===== src/rtl/uart_tx_fifo.sv =====
// UART transmitter with a small input FIFO.
// Each byte goes out as an 11-bit frame: start, 8 data bits LSB first, even parity, stop.
module uart_tx_fifo #(
   parameter int unsigned CLKS_PER_BIT = 10,
   parameter int unsigned FIFO_DEPTH   = 4
) (
   input  logic       clk,
   input  logic       rst,
   input  logic       ready,
   input  logic [7:0] msg,
   output logic       tx_serial,
   output logic       busy,
   output logic       full,
   output logic       empty,
   output logic       tx_done,
   output logic       overflow
);

   localparam int unsigned PW   = $clog2(FIFO_DEPTH);
   localparam int unsigned CNTW = PW + 1;
   localparam int unsigned BW   = $clog2(CLKS_PER_BIT);
   localparam logic [BW-1:0]   BIT_LAST  = BW'(CLKS_PER_BIT - 1);
   localparam logic [CNTW-1:0] CNT_DEPTH = CNTW'(FIFO_DEPTH);

   typedef enum logic [2:0] {IDLE, START, DATA, PARITY, STOP} state_t;

   state_t          state, state_n;
   logic [BW-1:0]   bit_cnt, bit_cnt_n;
   logic [2:0]      idx, idx_n;
   logic [7:0]      sh, sh_n;
   logic            par, par_n;
   logic            tx_n, done_n;
   logic            pop;
   logic            ready_q;
   logic            push_req, push_ok;
   logic [PW-1:0]   wptr, rptr;
   logic [CNTW-1:0] count, count_n;
   logic [7:0]      mem [FIFO_DEPTH];
   logic            bit_last;

   assign push_req = ready & ~ready_q;
   // A simultaneous pop frees the slot, so a push into a full FIFO still lands then.
   assign push_ok  = push_req & (~full | pop);
   assign bit_last = (bit_cnt == BIT_LAST);

   // FIFO occupancy after this edge
   always_comb begin
      count_n = count;
      case ({push_ok, pop})
         2'b10:   count_n = count + CNTW'(1);
         2'b01:   count_n = count - CNTW'(1);
         default: count_n = count;
      endcase
   end

   // Frame sequencer: next state, counters, pop and next line value
   always_comb begin
      state_n   = state;
      bit_cnt_n = bit_cnt;
      idx_n     = idx;
      sh_n      = sh;
      par_n     = par;
      pop       = 1'b0;
      tx_n      = 1'b1;
      done_n    = 1'b0;
      case (state)
         IDLE: begin
            if (!empty) begin
               pop       = 1'b1;
               sh_n      = mem[rptr];
               par_n     = ^mem[rptr];
               state_n   = START;
               bit_cnt_n = '0;
               idx_n     = '0;
            end
         end
         START: begin
            if (bit_last) begin
               state_n   = DATA;
               bit_cnt_n = '0;
               idx_n     = '0;
            end else begin
               bit_cnt_n = BW'(bit_cnt + 1'b1);
            end
         end
         DATA: begin
            if (bit_last) begin
               bit_cnt_n = '0;
               if (idx == 3'd7) state_n = PARITY;
               else             idx_n   = idx + 3'd1;
            end else begin
               bit_cnt_n = BW'(bit_cnt + 1'b1);
            end
         end
         PARITY: begin
            if (bit_last) begin
               state_n   = STOP;
               bit_cnt_n = '0;
            end else begin
               bit_cnt_n = BW'(bit_cnt + 1'b1);
            end
         end
         STOP: begin
            if (bit_last) begin
               bit_cnt_n = '0;
               idx_n     = '0;
               // Chain straight into the next frame when more data is queued.
               if (!empty) begin
                  pop     = 1'b1;
                  sh_n    = mem[rptr];
                  par_n   = ^mem[rptr];
                  state_n = START;
               end else begin
                  state_n = IDLE;
               end
            end else begin
               bit_cnt_n = BW'(bit_cnt + 1'b1);
            end
         end
         default: state_n = IDLE;
      endcase

      // The line register is loaded with the bit belonging to the upcoming cycle.
      case (state_n)
         START:   tx_n = 1'b0;
         DATA:    tx_n = sh_n[idx_n];
         PARITY:  tx_n = par_n;
         default: tx_n = 1'b1;
      endcase
      done_n = (state_n == STOP) && (bit_cnt_n == BIT_LAST);
   end

   // FSM, counters and registered outputs
   always_ff @(posedge clk or posedge rst) begin
      if (rst) begin
         state     <= IDLE;
         bit_cnt   <= '0;
         idx       <= '0;
         sh        <= '0;
         par       <= 1'b0;
         tx_serial <= 1'b1;
         tx_done   <= 1'b0;
         busy      <= 1'b0;
      end else begin
         state     <= state_n;
         bit_cnt   <= bit_cnt_n;
         idx       <= idx_n;
         sh        <= sh_n;
         par       <= par_n;
         tx_serial <= tx_n;
         tx_done   <= done_n;
         busy      <= (state_n != IDLE);
      end
   end

   // FIFO pointers, occupancy flags, edge history and sticky overflow
   always_ff @(posedge clk or posedge rst) begin
      if (rst) begin
         ready_q  <= 1'b0;
         wptr     <= '0;
         rptr     <= '0;
         count    <= '0;
         full     <= 1'b0;
         empty    <= 1'b1;
         overflow <= 1'b0;
      end else begin
         ready_q <= ready;
         if (push_ok) wptr <= wptr + PW'(1);
         if (pop)     rptr <= rptr + PW'(1);
         count <= count_n;
         full  <= (count_n == CNT_DEPTH);
         empty <= (count_n == '0);
         if (push_req && !push_ok) overflow <= 1'b1;
      end
   end

   // FIFO storage
   always_ff @(posedge clk) begin
      if (push_ok) mem[wptr] <= msg;
   end

endmodule


===== config.mk =====
export PLATFORM = sky130hd
export DESIGN_NAME = uart_tx_fifo
export DESIGN_NICKNAME = d
export VERILOG_FILES = /design/src/rtl/uart_tx_fifo.sv
export SDC_FILE = /design/constraint.sdc
export NUM_CORES = 1
export LEC_CHECK = 0
export CORE_ASPECT_RATIO = 1.75
export CORE_MARGIN = 5
export CORE_UTILIZATION = 59
export CTS_BUF_LIST = sky130_fd_sc_hd__clkbuf_4 sky130_fd_sc_hd__clkbuf_8 sky130_fd_sc_hd__clkbuf_16
export CTS_CLUSTER_SIZE = 14
export DETAILED_ROUTE_END_ITERATION = 8
export HOLD_SLACK_MARGIN = 0.05
export PLACE_DENSITY_LB_ADDON = 0.05
export SETUP_SLACK_MARGIN = 0.02
export SYNTH_ARGS = -nofsm -noshare
export SYNTH_HDL_FRONTEND = slang
export SYNTH_SLANG_ARGS = --single-unit

===== constraint.sdc =====
create_clock -name clk -period 3.6 [get_ports clk]
set_clock_uncertainty 0.15 [all_clocks]
set_input_delay 0.54 -clock clk [delete_from_list [all_inputs] [get_ports clk]]
set_output_delay 0.54 -clock clk [all_outputs]
set_load 0.02 [all_outputs]

==> Word level (Yosys, flattened, before mapping) <==
Memories as Yosys holds them, arrays and structs flattened.
Index checks and enable logic that the tools add are counted.
{ "classes": {"n_addsub": 6, "multipliers": 0, "div": 0, "n_lt_le_gt_ge": 1, "n_eq_ne": 14, "shift": 0, "mux": 31, "bitwise_logic": 5, "n_reduce_logical": 9} }
{ "ops": {"columns": ["cell", "count"], "rows": [
  ["2-to-1 mux 3 bit", 10],
  ["2-to-1 mux 8 bit", 2],
  ["case mux 8 bit (2 select lines)", 1],
  ["case mux 3 bit (5 select lines)", 1],
  ["== test 3 x 2 -> 1 bit (second input constant)", 4],
  ["== test 3 bit (second input constant)", 4],
  ["case mux 3 bit (3 select lines)", 1],
  ["== test 4 bit (second input constant)", 2],
  ["2-to-1 mux 1 bit", 8],
  ["2-to-1 mux 4 bit", 2],
  ["case mux 4 bit (2 select lines)", 1],
  ["parity 8 bit", 1],
  ["adder 3 x 1 -> 3 bit (second input constant)", 2],
  ["== test 3 x 1 -> 1 bit (second input constant)", 2],
  ["logical NOT 3 bit", 2],
  ["case mux 3 bit (2 select lines)", 1],
  ["adder 2 x 1 -> 2 bit (second input constant)", 2],
  ["adder 4 x 1 -> 4 bit (second input constant)", 1],
  ["< comparator 3 x 4 -> 1 bit (second input constant)", 1],
  ["case mux 1 bit (2 select lines)", 2],
  ["OR reduction 4 bit", 1],
  ["binary-select mux 1 bit (select 3 bit)", 1],
  ["case mux 1 bit (3 select lines)", 1],
  ["nonzero test 3 bit", 1],
  ["other kinds (9)", 12]
]} }
{ "word_totals": {"reg_bits": 33, "latchBits": 0, "ram_bits": 32, "romBits": 0, "inputBits": 11, "out_inout_bits": 6, "wordCells": 82, "mem_count": 1} }
{ "memory_table": {"columns": ["name", "words", "word_bits", "read_ports", "rd_ports_with_merged_regs", "wr", "line_no", "rtl"], "rows": [
  ["mem", 4, 8, 1, 0, 1, "38", "logic [7:0] mem [FIFO_DEPTH];"]
]} }

==> Longest topological paths before layout <==
{ "depth": {"ltp_word": 8, "mapped_depth": 15} }

==> Worst setup path after synthesis <==
Ideal clock, no wire load.
{ "synth_timing": {"path_type": "flip-flop to flip-flop", "from": "reg bit_cnt[1]", "to": "reg full", "setup_time_ns": 0.118, "arrival_time_ns": 2.687, "path_slack_ns": 0.645, "stages_incl_launch_ff": 15, "path_buffers": 1, "period_less_slack_ns": 2.955, "path_cell_list": "dfrtp_1 -> inv_1 -> ha_1 -> nand3b_2 -> a211oi_4 -> buf_6 -> nor2b_1 -> nor3b_4 -> inv_1 -> ha_1 -> inv_1 -> fa_1 -> mux2i_1 -> or2_2 -> nor2b_1"} }
{ "synth_via": {"elab_chain_len": 8} }
{ "synth_lines": {"columns": ["element", "line_no", "rtl"], "rows": [
  ["start, declared", "28", "logic [BW-1:0] bit_cnt, bit_cnt_n;"],
  ["start signal, assigned", "146", "bit_cnt <= bit_cnt_n;"],
  ["== test 4 bit (*)", "44", "assign bit_last = (bit_cnt == BIT_LAST);"],
  ["2-to-1 mux 1 bit (*)", "104", "if (bit_last) begin"],
  ["case mux 1 bit (2 select lines) (*)", "66", "case (state)"],
  ["via pop", "33", "logic pop;"],
  ["bitwise OR 1 bit", "43", "assign push_ok = push_req & (~full | pop);"],
  ["AND 1 bit", "43", null],
  ["== test 2 x 1 -> 1 bit / == test 2 bit (equally long branches)", "49", "case ({push_ok, pop})"],
  ["case mux 3 bit (2 select lines) (*)", "49", null],
  ["via count_n[1]", "37", "logic [CNTW-1:0] count, count_n;"],
  ["== test 3 bit (*)", "171", "full <= (count_n == CNT_DEPTH);"],
  ["end signal, assigned", "171", null],
  ["end, declared", "13", "output logic full,"]
]} }
Mark *: on every way through the listed nets, which the timed path passes. The rest lies on a longest branch.
A chain may end at the register's enable or synchronous reset.

==> Final worst setup path <==
{ "layout_timing": {"from": "reg bit_cnt[0]", "to": "reg full"} }
{ "layout_via": {"elab_chain_len": 8} }
{ "layout_lines": {"columns": ["element", "line_no"], "rows": [
  ["== test 4 bit (*)", "44"],
  ["2-to-1 mux 1 bit (*)", "104"],
  ["case mux 1 bit (2 select lines) (*)", "66"],
  ["bitwise OR 1 bit", "43"],
  ["AND 1 bit", "43"],
  ["== test 2 x 1 -> 1 bit / == test 2 bit (equally long branches)", "49"],
  ["case mux 3 bit (2 select lines) (*)", "49"],
  ["via count_n[1]", "37"],
  ["== test 3 bit (*)", "171"]
]} }
Marked as above.

==> results.sh <==
export IMPL_ioPinCount=17
export IMPL_final_util=0.684
export IMPL_hold_class="flop to flop"
export IMPL_path_buf_inv=2
export IMPL_cts_resized=0
export IMPL_worst_setup_path_type="flop to flop"
export IMPL_drc_errors=0
export IMPL_yosysSeqAreaShare=0.583
export IMPL_nFillCells=366
export IMPL_cts_buffers=9
export IMPL_cts_tree="built"
export IMPL_required_ns=3.68
export IMPL_power_density_nw_per_um2=781
export IMPL_irDropWorstVdd_v=0.000493
export IMPL_leakagePower_nw=1.32
export IMPL_worst_skew_pair_late_latency_ns=0.34
export IMPL_crit_family="adder cells"
export IMPL_multi_input_area_um2=1180
export IMPL_async_flop_share=0.508
export IMPL_synth_seq_cells=65
export IMPL_grt_max_degree=19
export IMPL_cts_clk_slew_worst_paths_ns=0.07
export IMPL_cts_buffer_depth=2
export IMPL_grt_ovfl_total=0
export IMPL_crit_chain="ha_1 -> nand3b_2 -> a211oi_4 -> nor2b_1 -> nor3b_4 -> inv_1 -> ha_1 -> inv_1 -> fa_1 -> mux2i_1 -> or2_2 -> nor2b_1"
export IMPL_worst_path_stages=12
export IMPL_via_per_inst=6.04
export IMPL_ys_warn_count=0
export IMPL_grt_antenna_before_repair=0
export IMPL_slew_limit_headroom=0.473
export IMPL_status="complete, no violations"
export IMPL_cp_end_kind="flop"
export IMPL_synth_avg_cell_area_um2=13.9
export IMPL_h_tree_depth=3
export IMPL_drt_iter0_markers=149
export IMPL_cp_arrival_ns=3.11
export IMPL_instances_no_fill=300
export IMPL_p_total_mw=2.68
export IMPL_routed_wl_mm=5.34
export IMPL_gp_congestion=0.824
export IMPL_cp_slowest_cell="dfrtp_1"
export IMPL_final_antenna_net_count=0
export IMPL_die_w_um=64.5
export IMPL_groute_usage_overall=0.183
export IMPL_dp_cells=284
export IMPL_synth_edf_count=32
export IMPL_seqCellArea_um2=1790
export IMPL_core_area_um2=5020
export IMPL_cts_sinks=65
export IMPL_tightestPinTransition_ns=0.787
export IMPL_cp_max_fo=8
export IMPL_cts_hold_buf=0
export IMPL_die_h_um=105
export IMPL_slew_viol_final=0
export IMPL_synthCells=220
export IMPL_tns_ns=0
export IMPL_grt_pass1_vias=2023
export IMPL_syn_nets=240
export IMPL_finalSetupViolations=0
export IMPL_nets=261
export IMPL_synth_ff_type="edfxtp_1"
export IMPL_diodes=0
export IMPL_start_util=0.611
export IMPL_rsz0062_at_grt="false"
export IMPL_min_period_ns=3.02
export IMPL_cap_violations=0
export IMPL_final_hold_viol_count=0
export IMPL_timing_final_crit_share=0.840
export IMPL_drive_above_1_share=0.179
export IMPL_cts_root_buf="clkbuf_8"
export IMPL_start_kind="flop"
export IMPL_dr_pass1_iters=4
export IMPL_ff2ff_path_depth=12
export IMPL_portBuffers=16
export IMPL_ys_types=52
export IMPL_hold_depth=1
export IMPL_die_area_um2=6800
export IMPL_areaGrowthSynthToFinish_pct=12.0
export IMPL_rows=34
export IMPL_cts_setup_buffers=0
export IMPL_hpwl_mm=4.03
export IMPL_detail_route_wl_per_cell_um=17.8
export IMPL_fmaxAchievable_mhz=331
export IMPL_grt_pass1_wl_mm=9.35
export IMPL_synth_area_um2=3070
export IMPL_dr_total_vias=1813
export IMPL_max_stage_delay_ns=0.46
metal layers:
metal,global-route usage,routed length (um),vias up
met2,0.340,3160,59
met4,0.101,174,0
met1,0.181,1810,885
met5,0,0,-
met3,0.0405,194,19
li1,-,-,850
registers in the layout, summed over array words and instances, names as in the netlist, 2 cells and up:
name,count
mem,32
rptr,2
count,3
sh,8
bit_cnt,4
state,3
idx,3
wptr,2
cell usage in the layout, fill, tap and decap left out, drive strengths merged, types with 8 or more instances in the layout:
| cell type | n |
|---|---|
| clkbuf | 9 |
| clkdlybuf4s50 | 16 |
| dfrtp | 31 |
| edfxtp | 32 |
| ha | 8 |
| inv | 12 |
| mux2 | 8 |
| mux4 | 8 |
| nand2 | 11 |
| nor2 | 8 |
| o21ai | 8 |
| xnor2 | 10 |
stage by stage:
stage          area, um^2  hold slack, ns  setup slack, ns
6_report             3430           0.349            0.576
5_1_grt              3430           0.380            0.295
2_1_floorplan        3070           0.296            0.645
3_5_place_dp         3250           0.327            0.590
4_1_cts              3430           0.357            0.577
3_3_place_gp         3250           0.311            0.760
power breakdown:
| group | switching, mW | internal, mW |
|---|---|---|
| Combinational | 0.474 | 0.525 |
| Sequential | 0.168 | 0.971 |
| Clock | 0.287 | 0.255 |
| Total | 0.929 | 1.75 |
cell usage after synthesis, drive strengths merged, types with 3 or more instances:
cell,count,share of area
xor2,4,0.011
nor2b,6,0.012
mux2i,5,0.016
mux4,8,0.059
buf,5,0.014
nand2,11,0.013
nor3,4,0.0065
nand3,6,0.0098
and2,5,0.010
a21boi,4,0.0098
clkbuf,3,0.0037
or2,5,0.011
inv,10,0.012
edfxtp,32,0.31
mux2,8,0.034
o22a,3,0.0086
o21ai,8,0.013
nor2,8,0.0098
dfrtp,31,0.25
xnor2,10,0.029
a21oi,5,0.0082
o221ai,3,0.0086
ha,8,0.033
cell type report:
cell class	count	area share
Sequential cell	65	0.521
Multi-Input combinational cell	137	0.345
Timing Repair Buffer	18	0.0510
Clock buffer	9	0.0361
Tap cell	54	0.0197
Clock inverter	7	0.0160
Inverter	10	0.0109
final timing paths:
check | startpoint | endpoint | slack, ns
min reg2reg | overflow$_DFFE_PP0P_ | overflow$_DFFE_PP0P_ | 0.35
max in group asynchronous | rst | tx_serial$_DFF_PP1_ | 2.11
max | bit_cnt[0]$_DFF_PP0_ | full$_DFF_PP0_ | 0.58
min | overflow$_DFFE_PP0P_ | overflow$_DFFE_PP0P_ | 0.35
max reg2reg | bit_cnt[0]$_DFF_PP0_ | full$_DFF_PP0_ | 0.58
min in group asynchronous | rst | count[0]$_DFF_PP0_ | 0.45
cells by family (layout without fill, tap and decap cells):
family | count (synthesis) | count (layout) | synth area share
XOR/XNOR | 14 | 14 | 0.0400
AO/OA/AOI/OAI | 38 | 38 | 0.0934
flip-flops | 65 | 65 | 0.583
buffers and inverters | 18 | 44 | 0.0302
AND/OR/NAND/NOR | 55 | 55 | 0.104
multiplexers | 21 | 21 | 0.109
adder cells (fa/ha/maj) | 9 | 9 | 0.0392
Power figures use the tool's default switching activity.
